## config.mk

```make
export PLATFORM = sky130hd
export DESIGN_NAME = spike_count_classifier
export DESIGN_NICKNAME = d
export VERILOG_FILES = /design/src/rtl/spike_count_classifier.sv
export SDC_FILE = /design/constraint.sdc
export NUM_CORES = 1
export LEC_CHECK = 0
export BUFFER_PORTS_ARGS = -buffer_cell sky130_fd_sc_hd__buf_4
export CAP_MARGIN = 20
export CORE_MARGIN = 2
export CORE_UTILIZATION = 50
export CTS_CLUSTER_SIZE = 40
export DETAILED_ROUTE_END_ITERATION = 16
export GPL_TIMING_DRIVEN = 1
export PLACE_DENSITY = 0.67
export SYNTH_ARGS = -nofsm -noshare
export SYNTH_HDL_FRONTEND = slang
export SYNTH_SLANG_ARGS = --single-unit
export TNS_END_PERCENT = 1
```

## constraint.sdc

```tcl
create_clock -name clk -period 5.2 [get_ports clk]
set_input_delay 0.78 -clock clk [delete_from_list [all_inputs] [get_ports clk]]
set_output_delay 0.78 -clock clk [all_outputs]
set_load 0.02 [all_outputs]
```

## src/rtl/spike_count_classifier.sv

```systemverilog
`timescale 1ns/1ps
// Output-spike vote counter: pops neuron IDs from the spike FIFO, keeps saturating per-neuron
// counts, and on end-of-frame drains the FIFO then runs a serial argmax. Optional SPIKE_CNT_READBACK_EN.
module spike_count_classifier #(
  parameter int NUM_OUTPUTS = 10,
  parameter int COUNT_W     = 8,
  parameter int DRAIN_QUIET = 4
) (
  input  logic               clk,
  input  logic               rst,
  input  logic               clear_pulse,
  input  logic               frame_done,
  input  logic               fifo_empty,
  input  logic [3:0]         fifo_rdata,
  output logic               fifo_pop,
  output logic               result_valid,
  output logic [3:0]         result_class,
  output logic [COUNT_W-1:0] result_count,
  output logic               result_none,
  output logic               busy,
  output logic               id_err,
  output logic               sat_err
`ifdef SPIKE_CNT_READBACK_EN
  ,
  input  logic [3:0]         cnt_rd_idx,
  output logic [COUNT_W-1:0] cnt_rd_data
`endif
);

  localparam int ID_W    = 4;
  localparam int QUIET_W = (DRAIN_QUIET > 1) ? $clog2(DRAIN_QUIET) : 1;
  localparam logic [QUIET_W-1:0] QUIET_LAST = QUIET_W'(DRAIN_QUIET - 1);
  localparam logic [ID_W-1:0]    LAST_IDX   = ID_W'(NUM_OUTPUTS - 1);
  localparam logic [COUNT_W-1:0] CNT_MAX    = '1;

  typedef enum logic [1:0] {ST_COUNT, ST_DRAIN, ST_SCAN, ST_DONE} state_t;

  // MSB of the return value flags that the counter was already pinned at full scale.
  function automatic logic [COUNT_W:0] sat_inc(input logic [COUNT_W-1:0] v);
    if (v == CNT_MAX) return {1'b1, v};
    return {1'b0, v + COUNT_W'(1)};
  endfunction

  state_t               state_q, state_d;
  logic [QUIET_W-1:0]   quiet_q, quiet_d;
  logic [ID_W-1:0]      idx_q, idx_d;
  logic [ID_W-1:0]      best_idx_q, best_idx_d;
  logic [COUNT_W-1:0]   best_cnt_q, best_cnt_d;
  logic [COUNT_W-1:0]   cnt_q [NUM_OUTPUTS];
  logic [COUNT_W-1:0]   cnt_d [NUM_OUTPUTS];
  logic                 result_valid_q, result_valid_d;
  logic [ID_W-1:0]      result_class_q, result_class_d;
  logic [COUNT_W-1:0]   result_count_q, result_count_d;
  logic                 result_none_q, result_none_d;
  logic                 id_err_q, id_err_d;
  logic                 sat_err_q, sat_err_d;

  logic                 pop_ok;
  logic                 id_ok;
  logic [COUNT_W-1:0]   pop_val;
  logic [COUNT_W:0]     pop_inc;
  logic [COUNT_W-1:0]   scan_val;
  logic                 scan_better;
  logic [ID_W-1:0]      best_idx_n;
  logic [COUNT_W-1:0]   best_cnt_n;

  // clear_pulse squashes the pop so the head entry stays in the FIFO for the next frame.
  assign pop_ok   = !fifo_empty && !clear_pulse &&
                    ((state_q == ST_COUNT) || (state_q == ST_DRAIN));
  assign fifo_pop = pop_ok && !rst;
  assign id_ok    = int'(fifo_rdata) < NUM_OUTPUTS;

  always_comb begin
    pop_val  = '0;
    scan_val = '0;
    for (int i = 0; i < NUM_OUTPUTS; i++) begin
      if (fifo_rdata == ID_W'(i)) pop_val = cnt_q[i];
      if (idx_q == ID_W'(i))      scan_val = cnt_q[i];
    end
  end

  assign pop_inc     = sat_inc(pop_val);
  assign scan_better = scan_val > best_cnt_q;
  assign best_idx_n  = scan_better ? idx_q : best_idx_q;
  assign best_cnt_n  = scan_better ? scan_val : best_cnt_q;

  always_comb begin
    state_d        = state_q;
    quiet_d        = quiet_q;
    idx_d          = idx_q;
    best_idx_d     = best_idx_q;
    best_cnt_d     = best_cnt_q;
    cnt_d          = cnt_q;
    result_valid_d = 1'b0;
    result_class_d = result_class_q;
    result_count_d = result_count_q;
    result_none_d  = result_none_q;
    id_err_d       = id_err_q;
    sat_err_d      = sat_err_q;

    if (clear_pulse) begin
      state_d        = ST_COUNT;
      quiet_d        = '0;
      idx_d          = '0;
      best_idx_d     = '0;
      best_cnt_d     = '0;
      for (int i = 0; i < NUM_OUTPUTS; i++) cnt_d[i] = '0;
      result_class_d = '0;
      result_count_d = '0;
      result_none_d  = 1'b0;
      id_err_d       = 1'b0;
      sat_err_d      = 1'b0;
    end else begin
      if (pop_ok) begin
        if (id_ok) begin
          for (int i = 0; i < NUM_OUTPUTS; i++) begin
            if (fifo_rdata == ID_W'(i)) cnt_d[i] = pop_inc[COUNT_W-1:0];
          end
          if (pop_inc[COUNT_W]) sat_err_d = 1'b1;
        end else begin
          id_err_d = 1'b1;
        end
      end

      unique case (state_q)
        ST_COUNT: begin
          if (frame_done) begin
            state_d = ST_DRAIN;
            quiet_d = '0;
          end
        end
        // Drain ends only after DRAIN_QUIET consecutive empty cycles; any late entry restarts the run.
        ST_DRAIN: begin
          if (fifo_empty) begin
            if (quiet_q == QUIET_LAST) begin
              state_d    = ST_SCAN;
              idx_d      = '0;
              best_idx_d = '0;
              best_cnt_d = '0;
            end else begin
              quiet_d = quiet_q + QUIET_W'(1);
            end
          end else begin
            quiet_d = '0;
          end
        end
        ST_SCAN: begin
          best_idx_d = best_idx_n;
          best_cnt_d = best_cnt_n;
          idx_d      = idx_q + ID_W'(1);
          if (idx_q == LAST_IDX) begin
            state_d        = ST_DONE;
            result_valid_d = 1'b1;
            result_class_d = best_idx_n;
            result_count_d = best_cnt_n;
            result_none_d  = (best_cnt_n == '0);
          end
        end
        ST_DONE: begin
          state_d = ST_DONE;
        end
        default: state_d = ST_COUNT;
      endcase
    end
  end

  always_ff @(posedge clk) begin
    if (rst) begin
      state_q        <= ST_COUNT;
      quiet_q        <= '0;
      idx_q          <= '0;
      best_idx_q     <= '0;
      best_cnt_q     <= '0;
      for (int i = 0; i < NUM_OUTPUTS; i++) cnt_q[i] <= '0;
      result_valid_q <= 1'b0;
      result_class_q <= '0;
      result_count_q <= '0;
      result_none_q  <= 1'b0;
      id_err_q       <= 1'b0;
      sat_err_q      <= 1'b0;
    end else begin
      state_q        <= state_d;
      quiet_q        <= quiet_d;
      idx_q          <= idx_d;
      best_idx_q     <= best_idx_d;
      best_cnt_q     <= best_cnt_d;
      cnt_q          <= cnt_d;
      result_valid_q <= result_valid_d;
      result_class_q <= result_class_d;
      result_count_q <= result_count_d;
      result_none_q  <= result_none_d;
      id_err_q       <= id_err_d;
      sat_err_q      <= sat_err_d;
    end
  end

  assign result_valid = result_valid_q;
  assign result_class = result_class_q;
  assign result_count = result_count_q;
  assign result_none  = result_none_q;
  assign id_err       = id_err_q;
  assign sat_err      = sat_err_q;
  assign busy         = (state_q == ST_DRAIN) || (state_q == ST_SCAN);

`ifdef SPIKE_CNT_READBACK_EN
  logic [COUNT_W-1:0] rd_data_d, rd_data_q;

  always_comb begin
    rd_data_d = '0;
    for (int i = 0; i < NUM_OUTPUTS; i++) begin
      if (cnt_rd_idx == ID_W'(i)) rd_data_d = cnt_q[i];
    end
  end

  always_ff @(posedge clk) begin
    rd_data_q <= rd_data_d;
  end

  assign cnt_rd_data = rd_data_q;
`endif

endmodule

```

-- After elaboration in Yosys (flattened, before gate mapping)
Cells that the tools add are included.
- add/subtract/negate cells: 3
- order comparisons: 2
- equality and inequality tests: 28
- mux-type cells: 42
- bitwise operators: 2
- reductions and logical operators: 32
- operators with widths (cell ; number):
    8-bit 2-to-1 mux ; 23
    3-bit AND reduction ; 13
    4-bit by 3-bit equality test with 1-bit output (second input constant) ; 8
    9-bit 2-to-1 mux ; 2
    4-bit by 2-bit equality test with 1-bit output (second input constant) ; 4
    4-bit equality test (second input constant) ; 4
    4-bit one-hot mux with 2 select lines ; 2
    8-bit one-hot mux with 2 select lines ; 1
    2-bit 2-to-1 mux ; 7
    4-bit 2-to-1 mux ; 3
    8-bit by 1-bit adder with 8-bit output (second input constant) ; 1
    4-bit by 1-bit equality test with 1-bit output (second input constant) ; 2
    8-bit equality test (second input constant) ; 1
    8-bit greater-than comparator ; 1
    4-bit zero test ; 2
    8-bit zero test ; 1
    2-bit != test (second input constant) ; 4
    2-bit one-hot mux with 4 select lines ; 1
    2-bit equality test (second input constant) ; 3
    4-bit by 1-bit adder with 4-bit output (second input constant) ; 1
    4-bit less-than comparator (second input constant) ; 1
    2-bit one-hot mux with 2 select lines ; 1
    2-bit AND reduction ; 2
    4-bit AND reduction ; 1
    other kinds (12) ; 20
- bits in registers: 116
- input port bits: 9
- output and inout bits: 18

-- Longest topological paths before layout
- word-level depth: 15
- depth in mapped cells: 19
- depth with buffers taken out: 15

-- Worst setup path before layout
No wires, ideal clock.
- kind: flip-flop to flip-flop
- from: reg idx_q[0]
- to: reg best_cnt_q[0]
- library setup time: 0.128 ns
- arrival time: 3.663 ns
- data required time: 5.072 ns
- setup slack: 1.409 ns
- stages on the path, launching flop included: 19
- path buffers: 4
- period minus slack after synthesis: 3.791 ns
- cells stage by stage: dfxtp_1 -> ha_1 -> clkbuf_1 -> clkbuf_1 -> clkbuf_1 -> nand2_1 -> o211ai_1 -> a31oi_1 -> o21ai_0 -> inv_1 -> ha_1 -> and3_1 -> and3_1 -> nand2_1 -> o21a_1 -> clkbuf_1 -> mux2_2 -> a22oi_1 -> nor2_1
- word-level cells in the longest chain between the ends: 14
- elaborated cells on any way between the ends: 23
- classes of those cells: 1 x order compare; 9 x eq/ne; 12 x mux; 1 x reduce/logical
- ends and longest elaborated chain (element ; line ; RTL):
    start, declared ; 46 ; logic [ID_W-1:0] idx_q, idx_d;
    start signal, assigned ; 184 ; idx_q <= idx_d;
    4-bit zero test ; 78 ; if (idx_q == ID_W'(i)) scan_val = cnt_q[i];
    8-bit 2-to-1 mux (9 in series) ; 78 ;
    8-bit 2-to-1 mux (*) ; 78 ;
    8-bit greater-than comparator ; 83 ; assign scan_better = scan_val > best_cnt_q;
    8-bit 2-to-1 mux (*) ; 85 ; assign best_cnt_n = scan_better ? scan_val : best_cnt_q;
    8-bit one-hot mux with 2 select lines (*) ; 125 ; unique case (state_q)
    end signal, assigned ; 186 ; best_cnt_q <= best_cnt_d;
    end, declared ; 48 ; logic [COUNT_W-1:0] best_cnt_q, best_cnt_d;
Every way passes the cells marked *; elsewhere a longest branch is shown, timed or not.
A chain may end at the register's enable or synchronous reset.

-- Worst setup path after layout
- from: reg idx_q[0]
- to: reg best_cnt_q[6]
Same word-level chain as after synthesis.

==> run metrics <==
Yosys warning total 0; Tcrit/Tclk final 93.20%; Synth Area in Adders 3.205%; GRT Resource Usage Total 34.14%; grt ovf 0; first-pass GRT wire length 38.61 mm; DRC viols 0; Hold Crit Depth 2; Root Buffer clkbuf_16; Initial Utilization 50.83%; max_cap viols 0; DRT Pass-1 Iters 6; sequential-to-total area share from yosys stat 33.04%; hold_buf cts 0; post-synthesis mux area share 6.249%; initial antenna violation count 0; Die Span Y 122.6 um; share of total power in combinational logic 6.4%; # resized after CTS 0; dpl cells 1069; H-tree depth 4; via count 7401; P_leak 2.647 nW; Worst Hold Slack 461.0 ps; Crit Path Class flop to flop; final instance area 0.007914 mm^2; CTS buffer count 17; Reg2Reg Depth 13; vias in the first global route 6658; most common cell after layout, fill and taps aside nor2_1; status finished, final reports clean; count of final setup violators 0; Power Dens Cells 283.8 mW/mm^2; # clock sinks 116; pin count of the biggest net entering global routing 67; Avg WL per Cell 22.88 um; Syn-to-layout area delta 12.60%; worst ir drop on vdd 0.2607 mV; Rel. slew slack 25.13%; min Tclk post-route 4847 ps; Critical Path RT 5490 ps; Net Sw Power 0.0005506 W; Clock Path Buffers 2; Syn Nets 936; 1st-iter DRT viols 842; Int Pwr 0.001695 W; clk slew on worst S/H paths 60 ps; largest family of logic cells by synthesized area compound AO/OA/AOI/OAI gates; flip-flop and latch area 0.002322 mm^2; RePlAce Congestion 1.006; Critical Path Start Type flop; die width 122.6 um; Antenna Nets Post-Route 0; port bufs 26; Synth area leaders dfxtp_1, nor2_1, nand3_1, a21oi_1, nand2_1; Max Slew Vio Count 0; ys async rst share 0%; xor-xnor portion of the synthesized cell area 0.3561%; Post-Route WL 25.19 mm; post-layout net count 935; setup TNS 0 ps; post-synthesis cell area 0.007028 mm^2; sequential power share 39.8%; final std cells w/o fill 1101; Yosys cell types 66; post-synth top area share 33.04%; Clk Latency, worst-skew pair 420 ps; Net Sw Frac 24.52%; share of layout cells above drive strength 1 10.97%; Critical Path Sink Type flop; Clock power frac 53.8%; FP Rows 43; Top Ports 27; most frequent cells in the layout nor2_1, dfxtp_1, nand2_1; Detail Placement HPWL 17.31 mm; Clock Skew 7.487 ps; simple-gate share of the synthesized area 25.48%; Top FF cell, synth dfxtp_1; Core ar. 0.01383 mm^2; Fill cells 1278; Yosys top cell by area dfxtp_1; via-per-instance ratio 6.722; Fin. Hold Viols 0; ANT cells 0; worst-margin pin slew 1114 ps; Tot Pwr 0.002246 W; Hold WC Path Type flop to flop; FF+latch count, synth 116; post-CTS setup buffer count 0; Synth Instances 909; Crit Path Max Fanout 18; number of flops mapped to enable cells by yosys 0; signal arrival time at the worst endpoint 5130 ps; CTS tree yes; complex-gate fraction of the synthesized area 26.10%; RSZ-0062 raised after global routing false; Area after DPL 0.007312 mm^2; Avg Cell Area, Syn 7.732 um^2; die area 0.01502 mm^2; area of the multi-input gates 0.004322 mm^2; FMAX 0.2063 GHz
critical path: stages (launching register included):
cell	delay, ps
dfxtp_1	470
ha_1	680
nor3b_1	630
o2bb2ai_1	170
o21ai_0	100
a221oi_1	680
ha_1	380
and3_1	160
and3_1	200
nand2_1	80
o21a_1	470
mux2i_1	440
a2bb2oi_1	190
nor2_1	60
synth_stat cells, types with 5 or more instances:
master,n
a211oi_1,24
a21oi_1,64
a221oi_1,10
a22oi_1,32
a31oi_1,5
and3_1,5
buf_1,6
buf_2,13
clkbuf_1,42
dfxtp_1,116
ha_1,18
inv_1,26
mux2_2,5
mux2i_1,27
mux4_2,5
nand2_1,84
nand2b_1,15
nand3_1,65
nand3b_1,9
nor2_1,128
nor2b_1,19
nor3_1,19
o211ai_1,23
o21a_1,7
o21ai_0,34
o221ai_1,5
o22ai_1,6
o31ai_1,18
or4_1,13
through the flow:
stage / setup slack (ps) / util [%]
3_5_place_dp: 580.9 / 52.88
5_1_grt: 167.0 / 57.23
3_3_place_gp: 632.4 / 52.88
6_report: 353.5 / 57.23
4_1_cts: 556.6 / 57.23
2_1_floorplan: 1409 / -
cell type report:
| cell class | instances | area share [%] |
|---|---|---|
| clock inverters | 12 | 1.960 |
| inverters | 26 | 1.233 |
| flip-flops and latches | 116 | 29.34 |
| repair buffers | 46 | 4.364 |
| clock buffers | 20 | 5.644 |
| multi-input cells | 701 | 54.61 |
| well taps | 180 | 2.846 |
power groups by stage:
stage	clock, W	sequential [W]	combinational (W)
after floorplan	0	0.000913	0.0000970
after detailed placement	0	0.000913	0.000139
after global placement	0	0.000913	0.000137
after CTS	0.00122	0.000894	0.000139
after global routing	0.00126	0.000894	0.000153
final	0.00121	0.000894	0.000144
worst paths after layout:
path | from | end | slack (ps)
max | idx_q[0] | best_cnt_q[6] | 350
min | result_count[3] | result_count[3] | 460
max reg2reg | idx_q[0] | best_cnt_q[6] | 350
min reg2reg | result_count[3] | result_count[3] | 460
cells by family (layout without fill, tap and decap cells):
group | Yosys count | count (layout)
mux | 37 | 37
xor+xnor | 2 | 2
simple gates | 377 | 377
buf+inv | 92 | 104
flops | 116 | 116
fa+ha+maj | 18 | 18
compound gates | 267 | 267
routing by layer:
layer	GRT usage [%]	share of wire [%]	vias up
li1	-	-	3347
met4	17.10	5.0	0
met1	46.42	41	3485
met5	0	0	-
met3	8.457	11	101
met2	50.21	43	468
flip-flops by register name, indices dropped and copies added (netlist names):
register	cells
id_err	1
cnt_q	80
quiet_q	2
idx_q	4
best_idx_q	4
result_valid	1
sat_err	1
result_none	1
best_cnt_q	8
state_q	2
result_class	4
result_count	8
Note: power is estimated with default switching activity, not from simulation.
